**config.mk**
```make
export PLATFORM = sky130hd
export DESIGN_NAME = mc_core_ctrl
export DESIGN_NICKNAME = d
export VERILOG_FILES = /design/src/rtl/mc_core_ctrl.sv
export SDC_FILE = /design/constraint.sdc
export NUM_CORES = 1
export LEC_CHECK = 0
export BUFFER_PORTS_ARGS = -buffer_cell sky130_fd_sc_hd__buf_2
export CAP_MARGIN = 20
export CELL_PAD_IN_SITES_DETAIL_PLACEMENT = 1
export CELL_PAD_IN_SITES_GLOBAL_PLACEMENT = 1
export CORE_MARGIN = 3
export CORE_UTILIZATION = 39
export CTS_CLUSTER_SIZE = 24
export DETAILED_ROUTE_END_ITERATION = 10
export PLACE_DENSITY = 0.84
export SYNTH_ARGS = -nofsm -noshare
export SYNTH_HDL_FRONTEND = slang
export SYNTH_SLANG_ARGS = --single-unit
```
**constraint.sdc**
```tcl
create_clock -name clk -period 10.4 [get_ports clk]
set_input_delay 1.04 -clock clk [delete_from_list [all_inputs] [get_ports clk]]
set_output_delay 1.04 -clock clk [all_outputs]
set_load 0.005 [all_outputs]
```
**src/rtl/mc_core_ctrl.sv**
```systemverilog
// mc_core_ctrl - multicycle sequencer for the npc core.
//
// Steps each instruction through fetch request, fetch wait, decode, execute
// and writeback. Owns the PC and the instruction register. Lets exactly one
// register-file write through per instruction. Ebreak, unimplemented
// instructions, fetch timeouts and misaligned jump targets end in terminal
// halt/trap states, which only reset leaves.
//
// Ports:
//   clk, rst            clock (posedge) and asynchronous active-high reset
//   ifu_req_valid/addr  fetch request; addr is always the current PC
//   ifu_req_ready       fetch unit accepts the request
//   ifu_rsp_valid/inst  fetched instruction returned
//   inst                instruction register contents, to the decoder
//   dec_inst_not_ipl    decoder flags an unimplemented instruction
//   dec_is_ebreak       decoder flags ebreak
//   exe_done            execute unit result valid
//   exe_redirect/target next PC comes from exe_target
//   rf_wen              one-cycle register-file write enable
//   current_pc          PC of the instruction in flight
//   halted, trap        sticky terminal status
//   trap_cause, trap_pc 01 illegal, 10 fetch timeout, 11 misaligned target
//   retired             saturating retired-instruction count

module mc_core_ctrl #(
  parameter int             XLEN          = 64,
  parameter int             ILEN          = 32,
  parameter logic [XLEN-1:0] RESET_PC     = 'h8000_0000,
  parameter int             FETCH_TIMEOUT = 255,
  parameter int             TMR_W         = 8,
  parameter int             CNT_W         = 64
) (
  input  logic             clk,
  input  logic             rst,
  output logic             ifu_req_valid,
  output logic [XLEN-1:0]  ifu_req_addr,
  input  logic             ifu_req_ready,
  input  logic             ifu_rsp_valid,
  input  logic [ILEN-1:0]  ifu_rsp_inst,
  output logic [ILEN-1:0]  inst,
  input  logic             dec_inst_not_ipl,
  input  logic             dec_is_ebreak,
  input  logic             exe_done,
  input  logic             exe_redirect,
  input  logic [XLEN-1:0]  exe_target,
  output logic             rf_wen,
  output logic [XLEN-1:0]  current_pc,
  output logic             halted,
  output logic             trap,
  output logic [1:0]       trap_cause,
  output logic [XLEN-1:0]  trap_pc,
  output logic [CNT_W-1:0] retired
);

  localparam logic [2:0] FETCH_REQ  = 3'd0;
  localparam logic [2:0] FETCH_WAIT = 3'd1;
  localparam logic [2:0] DECODE     = 3'd2;
  localparam logic [2:0] EXECUTE    = 3'd3;
  localparam logic [2:0] WRITEBACK  = 3'd4;
  localparam logic [2:0] HALT       = 3'd5;
  localparam logic [2:0] TRAP       = 3'd6;

  localparam logic [1:0] CAUSE_ILLEGAL   = 2'b01;
  localparam logic [1:0] CAUSE_TIMEOUT   = 2'b10;
  localparam logic [1:0] CAUSE_MISALIGN  = 2'b11;

  // The timer counts FETCH_WAIT cycles already spent without a response,
  // so the trap fires in the cycle where it reads FETCH_TIMEOUT-1.
  localparam logic [TMR_W-1:0] TIMER_LAST = TMR_W'(FETCH_TIMEOUT - 1);

  logic [2:0]       state;
  logic [2:0]       nextState;
  logic [1:0]       nextCause;
  logic [XLEN-1:0]  pc;
  logic [ILEN-1:0]  ir;
  logic [TMR_W-1:0] timer;
  logic [1:0]       causeReg;
  logic [XLEN-1:0]  trapPcReg;
  logic [CNT_W-1:0] retiredCnt;
  logic             badTarget;
  logic             commit;

  // A taken redirect to a non word-aligned target faults in writeback.
  // In that case the instruction does not commit.
  assign badTarget = exe_redirect && (exe_target[1:0] != 2'b00);
  assign commit    = (state == WRITEBACK) && !badTarget;

  assign ifu_req_valid = (state == FETCH_REQ);
  assign ifu_req_addr  = pc;
  assign inst          = ir;
  assign rf_wen        = commit;
  assign current_pc    = pc;
  assign halted        = (state == HALT);
  assign trap          = (state == TRAP);
  assign trap_cause    = causeReg;
  assign trap_pc       = trapPcReg;
  assign retired       = retiredCnt;

  // Next-state selection. HALT and TRAP hold until reset. In FETCH_WAIT a
  // response arriving in the timeout cycle takes priority over the trap.
  always_comb begin
    nextState = state;
    nextCause = 2'b00;
    case (state)
      FETCH_REQ:  if (ifu_req_ready) nextState = FETCH_WAIT;
      FETCH_WAIT: begin
        if (ifu_rsp_valid) begin
          nextState = DECODE;
        end else if (timer == TIMER_LAST) begin
          nextState = TRAP;
          nextCause = CAUSE_TIMEOUT;
        end
      end
      DECODE: begin
        if (dec_inst_not_ipl) begin
          nextState = TRAP;
          nextCause = CAUSE_ILLEGAL;
        end else if (dec_is_ebreak) begin
          nextState = HALT;
        end else begin
          nextState = EXECUTE;
        end
      end
      EXECUTE:   if (exe_done) nextState = WRITEBACK;
      WRITEBACK: begin
        if (badTarget) begin
          nextState = TRAP;
          nextCause = CAUSE_MISALIGN;
        end else begin
          nextState = FETCH_REQ;
        end
      end
      HALT:    nextState = HALT;
      TRAP:    nextState = TRAP;
      default: nextState = FETCH_REQ;
    endcase
  end

  // State register, fetch timer and instruction register.
  always_ff @(posedge clk or posedge rst) begin
    if (rst) begin
      state <= FETCH_REQ;
      timer <= '0;
      ir    <= '0;
    end else begin
      state <= nextState;
      if (state == FETCH_REQ) begin
        timer <= '0;
      end else if (state == FETCH_WAIT && !ifu_rsp_valid) begin
        timer <= timer + TMR_W'(1);
      end
      if (state == FETCH_WAIT && ifu_rsp_valid) begin
        ir <= ifu_rsp_inst;
      end
    end
  end

  // Trap information is captured once, on the transition into TRAP, so it
  // keeps the PC of the faulting instruction.
  always_ff @(posedge clk or posedge rst) begin
    if (rst) begin
      causeReg  <= 2'b00;
      trapPcReg <= '0;
    end else if (nextState == TRAP && state != TRAP) begin
      causeReg  <= nextCause;
      trapPcReg <= pc;
    end
  end

  // PC advance and retire count change only on a committing writeback.
  // The PC wraps naturally and the retire counter saturates at all-ones.
  always_ff @(posedge clk or posedge rst) begin
    if (rst) begin
      pc         <= RESET_PC;
      retiredCnt <= '0;
    end else if (commit) begin
      pc <= exe_redirect ? exe_target : pc + XLEN'(4);
      if (retiredCnt != '1) begin
        retiredCnt <= retiredCnt + CNT_W'(1);
      end
    end
  end

endmodule

```
; Word-level counts from Yosys, hierarchy flattened
; Cells that the tools add are included.
; Widths: inputs -> output; s select.
[word_totals]
word_cells = 47
ff_bits = 237
input_bits = 104
[classes]
n_reduce_logical = 11
add_sub_neg = 3
eq_ne = 10
n_mux = 16
[op_table]
columns = operator, n
row1 = $add 64x1->64 const B, 1
row2 = $add 64x3->64 const B, 1
row3 = $mux 64, 1
row4 = $ne 64x64->1 const B, 1
row5 = $mux 3, 7
row6 = $pmux 3 s7, 1
row7 = $mux 8, 2
row8 = $eq 3x3->1 const B, 4
row9 = $add 8x1->8 const B, 1
row10 = $eq 8x8->1 const B, 1
row11 = $eq 3x2->1 const B, 2
row12 = $mux 2, 3
row13 = $pmux 2 s3, 1
row14 = $logic_and 1x1->1, 5
row15 = $reduce_bool 2->1, 2
row16 = $eq 3x1->1 const B, 1
row17 = $logic_not 3->1, 1
row18 = $ne 3x3->1 const B, 1
row19 = $logic_not 1->1, 2
row20 = $reduce_and 2->1, 1
row21 = $mux 1, 1

; Longest topological paths before layout
; Gate-level depths: netlist (run 1).
[logic_depth]
word_depth = 6
depth_mapped = 10

; Worst setup path before layout (run 1)
; Ideal clock, no wire load.
[synth_timing]
path_kind = input to output
startpoint = in exe_target[0]
endpoint = out rf_wen
arrival_ns = 2.113
path_slack_ns = 7.247
path_stages = 5
n_path_buf = 2
path_cell_list = o21ai_0 nand3_1 inv_1 clkbuf_1 buf_1
[synth_via]
elab_chain_cells = 4
[synth_lines]
columns = item, line
row1 = start: declaration, 45  ; input logic [XLEN-1:0] exe_target,
row2 = $reduce_bool 2->1, 85  ; assign badTarget = exe_redirect && (exe_target[1:0] != 2'b00);
row3 = $logic_and 1x1->1, 85
row4 = $logic_not 1->1, 86  ; assign commit = (state == WRITEBACK) && !badTarget;
row5 = $logic_and 1x1->1, 86
row6 = end: declaration, 46  ; output logic rf_wen,
; No other way between the ends.

; Worst setup path in the final report (run 1)
[layout_timing]
startpoint = in exe_redirect
endpoint = out rf_wen
[layout_via]
elab_chain_cells = 3
[layout_lines]
columns = item, line
row1 = start: declaration, 44  ; input logic exe_redirect,
row2 = $logic_and 1x1->1, 85
row3 = $logic_not 1->1, 86
row4 = $logic_and 1x1->1, 86
; No other way between the ends.

==> results of run 1 <==
==> cells in the final DEF, fill, tap and decap left out, types with 5 or more instances in the layout <==
| cell | count |
|---|---|
| a22oi_1 | 5 |
| o21ai_0 | 58 |
| clkbuf_8 | 8 |
| mux2_2 | 58 |
| xnor2_1 | 42 |
| nand2_1 | 79 |
| a31o_2 | 6 |
| o21a_1 | 5 |
| o22ai_1 | 17 |
| nor2_1 | 71 |
| diode_2 | 9 |
| xor2_1 | 25 |
| mux2i_1 | 6 |
| or4_1 | 6 |
| mux2_1 | 39 |
| nor4_1 | 16 |
| nor4_4 | 5 |
| or3_1 | 11 |
| o211ai_1 | 5 |
| nand4_1 | 44 |
| clkbuf_16 | 28 |
| buf_2 | 397 |
| and2_1 | 10 |
| a211oi_1 | 5 |
| nor3_1 | 26 |
| dfrtp_1 | 236 |
| a311oi_1 | 6 |
| buf_4 | 7 |
| and4_1 | 8 |
| clkinv_2 | 5 |
| and3_1 | 20 |
| nand3_1 | 64 |
| inv_1 | 22 |
| a21oi_1 | 59 |
| a31oi_1 | 9 |
==> stage by stage <==
stage	utilization, %	instances
detailed placement	46.0	1827
floorplan	-	1151
CTS	49.2	1878
global route	49.4	1888
global placement	46.0	1827
finish	49.4	1888
==> registers in the layout, summed over array words and instances (netlist names) <==
| signal | flops |
|---|---|
| trap_pc | 64 |
| inst | 32 |
| trap_cause | 2 |
| retired | 64 |
| timer | 8 |
| state | 3 |
| current_pc | 64 |
==> per-layer routing <==
layer	global-route usage, %	share of wire [%]	wire length, um
met5	0	0	0
met2	41.5	50	19900
met1	29.7	41	16300
met3	3.54	5.6	2230
met4	8.53	3.5	1400
==> cell families (layout without fill, tap and decap cells) <==
kind of cell | after synthesis | after routing | share of synthesized area [%]
compound gates | 211 | 211 | 11.0
xor+xnor | 67 | 67 | 4.90
mux | 103 | 103 | 9.63
flops | 237 | 237 | 49.6
other cells | 0 | 9 | 0
fa+ha+maj | 4 | 4 | 0.418
simple gates | 385 | 385 | 17.5
buf+inv | 144 | 482 | 6.96
==> power by group through the flow <==
stage | clock (mW) | combinational, mW | sequential (mW)
6_report | 1.01 | 1.20 | 1.59
5_1_grt | 1.07 | 1.32 | 1.64
4_1_cts | 1.03 | 1.21 | 1.59
3_5_place_dp | 0 | 1.20 | 1.59
3_3_place_gp | 0 | 1.14 | 1.57
2_1_floorplan | 0 | 0.761 | 1.52
==> cell type report <==
class,instances,share of cell area (%)
Clock buffer,39,5.56
Tap cell,390,3.30
Sequential cell,237,40.1
Timing Repair Buffer,406,14.1
Clock inverter,12,0.913
Antenna cell,9,0.152
Multi-Input combinational cell,770,35.2
Inverter,25,0.685
==> worst reg2reg max path: stages (launching register included) <==
cell	delay [ns]
dfrtp_1	0.48
nor2_1	0.27
nand3_2	0.10
buf_4	0.30
inv_2	0.35
buf_4	0.59
nand2_1	0.22
a211oi_1	0.56
nand4_1	0.22
xnor2_1	0.17
==> worst paths after layout <==
kind	endpoint	slack, ns	depth (start not counted)
min in group asynchronous	current_pc[38]	0.59	2
hold / removal	trap_pc[16]	0.48	1
max in group asynchronous	timer[5]	8.58	3
hold reg to reg	trap_pc[16]	0.48	1
setup / recovery	rf_wen	6.03	8
setup reg to reg	retired[14]	7.02	9
==> flow_summary.json, run 1 <==
{
  "die_x_um": 181,
  "setup_slack_ns": 6.03,
  "ys_types": 71,
  "path_max_fanout": 61,
  "final-seq-area_sq_um": 5930,
  "core_sq_um": 30000,
  "clock_latency_ns": 0.54,
  "power_frac_comb_pct": 31.5,
  "fin_nets": 1576,
  "synth_top_area_share_pct": 49.3,
  "final.setup.tns_ns": 0,
  "cp_slowest_stage_delay_ns": 0.45,
  "placed_area_sq_um": 13800,
  "min_from": "trap_pc[16]",
  "r2r_start": "state[0]",
  "grt_pass1_vias": 11100,
  "synth_edf_count": 0,
  "ios": 398,
  "p_int_mw": 2.44,
  "fin_crit_sh_pct": 42.0,
  "pre_cts_slack_ns": 6.07,
  "hold_ws_ns": 0.482,
  "power.switching_mw": 1.35,
  "ir_drop_mv": 0.149,
  "clkTransAtPathRegs_ns": 0.05,
  "synth_top_flop_cell": "dfrtp_1",
  "ys_warn_count": 0,
  "power_density_nw_per_um2": 256,
  "start_kind": "input port",
  "start_util_pct": 40.0,
  "area_growth_pct": 23.6,
  "cts_sinks": 237,
  "cts_max_level": 1,
  "synthTopCellsByArea": "dfrtp_1 49%, mux2_2 5.5%, buf_4 4.1%",
  "grt_first_pass_wirelength_mm": 63.8,
  "crit_start": "exe_redirect",
  "io_buffers": 397,
  "hold_buffers": 0,
  "clkPwrFrac_pct": 26.6,
  "rsz0062_at_grt": "false",
  "seqPwrFrac_pct": 41.9,
  "drtPass1Iterations": 5,
  "tritoncts": "built",
  "grt_use_total_pct": 23.7,
  "ctsResizeCount": 0,
  "setup_violations": 0,
  "netlist_instances": 1151,
  "ys_ff_latch": 237,
  "num-fill-cells": 3453,
  "syn_nets": 1259,
  "cp_common_cell": "buf_4",
  "leakage_nw": 6.98,
  "numCtsBuffers": 28,
  "skew_ns": 0.0118,
  "grt_max_degree": 143,
  "globalplace.congestion": 0.838,
  "wl_per_cell_um": 21.1,
  "cpMaxStageDelayCell": "buf_4",
  "cts_setup_buffers": 0,
  "synth_most_common_cell": "dfrtp_1",
  "finalHoldViolCount": 0,
  "finalPower_mw": 3.79,
  "antenna_found_initial": 10,
  "async_flop_share_pct": 100,
  "yosysTopAreaCell": "dfrtp_1",
  "cp.arrival_ns": 3.33,
  "crit_family": "buffers and inverters",
  "hpwl_mm": 28.3,
  "crit_path_end_kind": "output pin",
  "final_layout_size_suffix_gt1_share_pct": 36.3,
  "slew_headroom_pct": 30.4,
  "status": "complete, no violations",
  "drcViolationCount": 0,
  "hold_path_class": "reg -> reg",
  "ys_seq_area_share_pct": 49.6,
  "multi_input_area_sq_um": 5210,
  "slew_violations": 0,
  "drt-initial-drc-count": 691,
  "netSwitchingFraction_pct": 35.7,
  "clockBufferDepth": 3,
  "tightest_slew_ns": 1.03,
  "drt.antenna.violating_nets": 0,
  "synth.cell_area_sq_um": 12000,
  "synth.avg_cell_area_sq_um": 10.4,
  "cts_root_buf": "clkbuf_16",
  "routed_wl_mm": 39.9,
  "die_y_um": 181,
  "vias": 10500,
  "maxCapViolations": 0,
  "yosys-top-cells-count": "236 x dfrtp_1, 79 x nand2_1, 71 x nor2_1, 65 x buf_4, 65 x nand3_1",
  "final_area_sq_um": 14800,
  "critPathKind": "in -> out",
  "worstPathRequired_ns": 9.36,
  "clock.fmax_mhz": 229,
  "overflow": 0,
  "min_period_ns": 4.37,
  "critPathBufInv": 6,
  "die-area_sq_um": 32800,
  "num_rows": 63,
  "via_per_inst": 5.57,
  "cp_cell_sequence": "buf_2 -> buf_4 -> o21ai_0 -> nand3_2 -> buf_4 -> inv_2 -> buf_4 -> buf_2"
}
(Power assumes the default switching activity.)
==> run 2: changes to the inputs <==
--- a/config.mk
+++ b/config.mk
@@ -10,10 +10,10 @@
 export CELL_PAD_IN_SITES_DETAIL_PLACEMENT = 1
 export CELL_PAD_IN_SITES_GLOBAL_PLACEMENT = 1
 export CORE_MARGIN = 3
-export CORE_UTILIZATION = 39
+export CORE_UTILIZATION = 35
 export CTS_CLUSTER_SIZE = 24
 export DETAILED_ROUTE_END_ITERATION = 10
-export PLACE_DENSITY = 0.84
+export PLACE_DENSITY = 0.8
 export SYNTH_ARGS = -nofsm -noshare
 export SYNTH_HDL_FRONTEND = slang
 export SYNTH_SLANG_ARGS = --single-unit
==> constraint.sdc (replaced) <==
create_clock -name clk -period 4 [get_ports clk]
set_input_delay 0.4 -clock clk [delete_from_list [all_inputs] [get_ports clk]]
set_output_delay 0.4 -clock clk [all_outputs]
set_load 0.005 [all_outputs]
==> run 2 against run 1 <==
- the flow now finishes with violations (negative hold slack)
- largest power group unchanged
- combinational power rose to 2.6 times the previous value
- wire length barely moved
- clock power up 140%
- sequential share of layout area barely moved
- utilization fell by 5.4 points
- hold slack got worse by 0.49 ns
- sequential power grew to 2.6 times the previous value
==> flow_summary.json, run 2 (synthesis gave the netlist of run 1 again) <==
{
  "status": "finished with violations",
  "violations": "negative hold slack",
  "grt_use_total_pct": 21.1,
  "final_layout_size_suffix_gt1_share_pct": 36.1,
  "tritoncts": "built",
  "cp_cell_sequence": "nand4_1 -> nor3_2 -> nand4_1 -> or4_1 -> mux2i_1 -> a21oi_1",
  "globalplace.congestion": 0.846,
  "pre_cts_slack_ns": 0.998,
  "start_util_pct": 35.6,
  "power_density_nw_per_um2": 651,
  "netSwitchingFraction_pct": 36.0,
  "cts_setup_buffers": 0,
  "drtPass1Iterations": 5,
  "via_per_inst": 5.41,
  "cp_common_cell": "nand4_1",
  "hpwl_mm": 28.5,
  "setup_slack_ns": 0.969,
  "cts_root_buf": "clkbuf_16",
  "leakage_nw": 6.93,
  "place_inst": 1889,
  "io_buffers": 397,
  "clkTransAtPathRegs_ns": 0.06,
  "fin_crit_sh_pct": 75.8,
  "drt.antenna.violating_nets": 0,
  "grt_max_degree": 150,
  "layout_commonest_cell": "buf_2",
  "crit_start": "current_pc[7]",
  "setup_violations": 0,
  "cpMaxStageDelayCell": "nor3_2",
  "vias": 10500,
  "final.setup.tns_ns": 0,
  "antenna_found_initial": 5,
  "die-area_sq_um": 36500,
  "ctsResizeCount": 0,
  "hold_ws_ns": -0.00652,
  "path_max_fanout": 10,
  "die_x_um": 191,
  "clock.fmax_mhz": 330,
  "hold_path_class": "in -> async",
  "crit_path_end_kind": "flip-flop",
  "clkPwrFrac_pct": 25.1,
  "cp_slowest_stage_delay_ns": 0.65,
  "routed_wl_mm": 39.9,
  "finalHoldViolCount": 2,
  "cts_max_level": 1,
  "slew_headroom_pct": 36.9,
  "ir_drop_mv": 0.375,
  "placed_area_sq_um": 13900,
  "power_frac_comb_pct": 32.2,
  "rr_worst_depth": 6,
  "worstPathRequired_ns": 4.41,
  "slew_violations": 0,
  "hold_buffers": 0,
  "min_period_ns": 3.03,
  "start_kind": "flip-flop",
  "power.switching_mw": 3.46,
  "ios": 398,
  "maxCapViolations": 0,
  "num_rows": 67,
  "skew_ns": 0.0102,
  "area_growth_pct": 23.5,
  "overflow": 0,
  "seqPwrFrac_pct": 42.7,
  "finalPower_mw": 9.63,
  "drt-initial-drc-count": 442,
  "wl_per_cell_um": 20.6,
  "final_area_sq_um": 14800,
  "tightest_slew_ns": 0.946,
  "r2r_start": "current_pc[7]",
  "rsz0062_at_grt": "false",
  "grt_first_pass_wirelength_mm": 62.8,
  "p_int_mw": 6.16,
  "fin_nets": 1578,
  "die_y_um": 191,
  "drcViolationCount": 0,
  "core_sq_um": 33600,
  "critPathKind": "reg -> reg",
  "num-fill-cells": 3874,
  "cp.arrival_ns": 3.44,
  "numCtsBuffers": 27,
  "cts_sinks": 237,
  "final_util_pct": 44.0,
  "instances_no_fill": 1940,
  "clock_latency_ns": 0.54,
  "clockBufferDepth": 3,
  "grt_pass1_vias": 11100,
  "mostFrequentLayoutCells": "397 x buf_2, 236 x dfrtp_1, 79 x nand2_1"
}
## run 2: cell types whose count changed in the layout (fill, tap and decap cells not counted), sizes merged, moves of 2 or more
| cell | delta |
|---|---|
| diode | -6 |
| buf | +3 |
| clkinvlp | +3 |
| clkbuf | -2 |
| clkinv | -2 |
## run 2: layout make-up
type                            instances  area, sq um  share of cell area (%)
Antenna cell                            3         7.51                  0.0508
Clock buffer                           37          753                    5.10
Clock inverter                         11         91.3                   0.618
Inverter                               25         97.6                   0.660
Multi-Input combinational cell        770         5210                    35.3
Sequential cell                       237         5930                    40.1
Tap cell                              448          561                    3.79
Timing Repair Buffer                  409         2130                    14.4
## run 2: worst max-delay path: cells and delay by family, from the launching register on
kind	cells	cell delay, ns
AND/OR/NAND/NOR	4	2.11
flip-flops	1	0.51
multiplexers	1	0.18
AO/OA/AOI/OAI	1	0.10
## run 2: power by group through the flow
| stage | logic, mW | registers [mW] | clock network [mW] |
|---|---|---|---|
| CTS | 3.17 | 4.11 | 2.48 |
| detailed placement | 3.14 | 4.14 | 0 |
| global route | 3.45 | 4.26 | 2.59 |
| floorplan | 1.98 | 3.94 | 0 |
| finish | 3.10 | 4.11 | 2.41 |
| global placement | 3.02 | 4.08 | 0 |
## run 2: metal layers
metal | part of all wire, % | wire [um] | GRT usage [%] | vias to the layer above
met2 | 50 | 19800 | 36.5 | 343
met5 | 0.068 | 27 | 0 | -
met3 | 5.8 | 2320 | 3.04 | 67
li1 | - | - | - | 4763
met4 | 2.8 | 1120 | 6.41 | 4
met1 | 42 | 16600 | 27.5 | 5328
## run 2: final timing paths
| check | end | slack (ns) |
|---|---|---|
| max | current_pc[51] | 0.97 |
| min in group clk | inst[30] | 0.10 |
| min | inst[10] | -0.007 |
| max reg2reg | current_pc[51] | 0.97 |
| min reg2reg | trap_pc[29] | 0.48 |
| max in group asynchronous | current_pc[34] | 3.15 |
==> run 3: changes to the inputs <==
--- a/config.mk
+++ b/config.mk
@@ -10,10 +10,10 @@
 export CELL_PAD_IN_SITES_DETAIL_PLACEMENT = 1
 export CELL_PAD_IN_SITES_GLOBAL_PLACEMENT = 1
 export CORE_MARGIN = 3
-export CORE_UTILIZATION = 35
+export CORE_UTILIZATION = 39
 export CTS_CLUSTER_SIZE = 24
 export DETAILED_ROUTE_END_ITERATION = 10
-export PLACE_DENSITY = 0.8
+export PLACE_DENSITY = 0.84
 export SYNTH_ARGS = -nofsm -noshare
 export SYNTH_HDL_FRONTEND = slang
 export SYNTH_SLANG_ARGS = --single-unit
==> constraint.sdc (replaced) <==
create_clock -name clk -period 3.01 [get_ports clk]
set_input_delay 0.301 -clock clk [delete_from_list [all_inputs] [get_ports clk]]
set_output_delay 0.301 -clock clk [all_outputs]
set_load 0.005 [all_outputs]
==> run 3 against run 2 <==
- the flow now finishes without violations
- wire length rose by 6.1%
- power is 36% higher
- global-route usage rose by 3.8 points
- clock power is 37% higher
- via count up 2.8%
- non-clock buffer count rose by 38
- die area fell by 9.9%
- design area increased by 2.3%
- critical path type unchanged
==> flow_summary.json, run 3 (synthesis gave the netlist of run 1 again) <==
{
  "status": "complete, no violations",
  "crit_start": "current_pc[2]",
  "rsz0062_at_grt": "false",
  "ir_drop_mv": 0.422,
  "path_max_fanout": 10,
  "drtPass1Iterations": 5,
  "hold_ws_ns": 0.0248,
  "fin_crit_sh_pct": 91.9,
  "rr_worst_depth": 7,
  "r2r-end": "current_pc[50]",
  "drt-initial-drc-count": 680,
  "ios": 398,
  "drcViolationCount": 0,
  "crit_path_end_kind": "flip-flop",
  "hpwl_mm": 29.7,
  "start_util_pct": 40.0,
  "grt_max_degree": 86,
  "clock_latency_ns": 0.53,
  "numCtsBuffers": 27,
  "worstPathRequired_ns": 3.42,
  "io_buffers": 397,
  "maxCapViolations": 0,
  "tightest_slew_ns": 1.02,
  "die_y_um": 181,
  "final_layout_size_suffix_gt1_share_pct": 36.1,
  "die_x_um": 181,
  "cts_root_buf": "clkbuf_16",
  "slew_headroom_pct": 32.0,
  "finalPower_mw": 13.1,
  "slew_violations": 0,
  "start_kind": "flip-flop",
  "finalHoldViolCount": 0,
  "rrSetupSlack_ns": 0.24,
  "cts_max_level": 1,
  "crit_end": "current_pc[50]",
  "leakage_nw": 7.14,
  "setup_slack_ns": 0.244,
  "mostFrequentLayoutCells": "397 x buf_2, 236 x dfrtp_1, 79 x nand2_1",
  "via_per_inst": 5.62,
  "final.setup.tns_ns": 0,
  "clockBufferDepth": 3,
  "routed_wl_mm": 42.3,
  "grt_use_total_pct": 24.9,
  "grt_pass1_vias": 11600,
  "power_density_nw_per_um2": 868,
  "setup_violations": 0,
  "place_inst": 1844,
  "tritoncts": "built",
  "r2r_start": "current_pc[2]",
  "skew_ns": 0.0148,
  "wl_per_cell_um": 22.0,
  "clock.fmax_mhz": 361,
  "min_period_ns": 2.77,
  "fin_nets": 1616,
  "core_sq_um": 30000,
  "final_util_pct": 50.5,
  "antenna_found_initial": 4,
  "final_area_sq_um": 15100,
  "globalplace.congestion": 0.858,
  "layout_commonest_cell": "buf_2",
  "drt.antenna.violating_nets": 0,
  "die-area_sq_um": 32800,
  "hold_path_class": "in -> reg",
  "cp.arrival_ns": 3.18,
  "num_rows": 63,
  "placed_area_sq_um": 14000,
  "grt_first_pass_wirelength_mm": 66.9,
  "overflow": 0,
  "area_growth_pct": 26.3,
  "clkTransAtPathRegs_ns": 0.06,
  "pre_cts_slack_ns": 0.255,
  "cts_sinks": 237,
  "vias": 10800,
  "instances_no_fill": 1922,
  "critPathKind": "reg -> reg"
}
## run 3: layout make-up
| class | count | area (sq um) |
|---|---|---|
| sequential | 237 | 5930 |
| multi-input combinational | 770 | 5210 |
| antenna | 4 | 10.0 |
| tap | 390 | 488 |
| timing repair buffer | 447 | 2500 |
| clock buffer | 40 | 785 |
| inverter | 25 | 97.6 |
| clock inverter | 9 | 100 |
| fill | 3417 | 14800 |
## run 3: worst max-delay path: stages (launching register included)
cell	delay, ns
dfrtp_1	0.50
ha_1	0.27
nand4_1	0.27
nor4_4	0.39
nand3_2	0.32
nor2_1	0.50
nand2_1	0.11
o311ai_0	0.29
## run 3: where the power goes
| group | total (mW) | switching, mW | internal (mW) |
|---|---|---|---|
| Sequential | 5.50 | 1.24 | 4.25 |
| Combinational | 4.33 | 2.17 | 2.16 |
| Clock | 3.30 | 1.34 | 1.97 |
## run 3: worst min-delay path by stage
| stage | slack [ns] | cells after the start | start | end |
|---|---|---|---|---|
| after floorplan | 0.45 | 1 | exe_target[30] | current_pc[30] |
| after global placement | 0.37 | 2 | rst | retired[61] |
| after detailed placement | 0.37 | 2 | rst | retired[48] |
| after CTS | 0.004 | 2 | ifu_rsp_inst[16] | inst[16] |
| after global routing | 0.009 | 2 | ifu_rsp_inst[0] | inst[0] |
| final | 0.02 | 2 | ifu_rsp_inst[23] | inst[23] |
## run 3: per-layer routing
layer	global-route usage, %	wire length, um	vias to the layer above
met5	0	0	-
met4	8.01	1340	0
met3	3.44	2160	78
met2	44.7	21800	373
met1	31.0	17000	5489
li1	-	-	4860
## run 3: timing repair
action                                  4_1_cts  5_1_grt
hold endpoints to repair                     40        0
buffers inserted                              0        1
hold buffers                                 24        0
resized for setup                             0        0
endpoints found under the setup margin        0        1
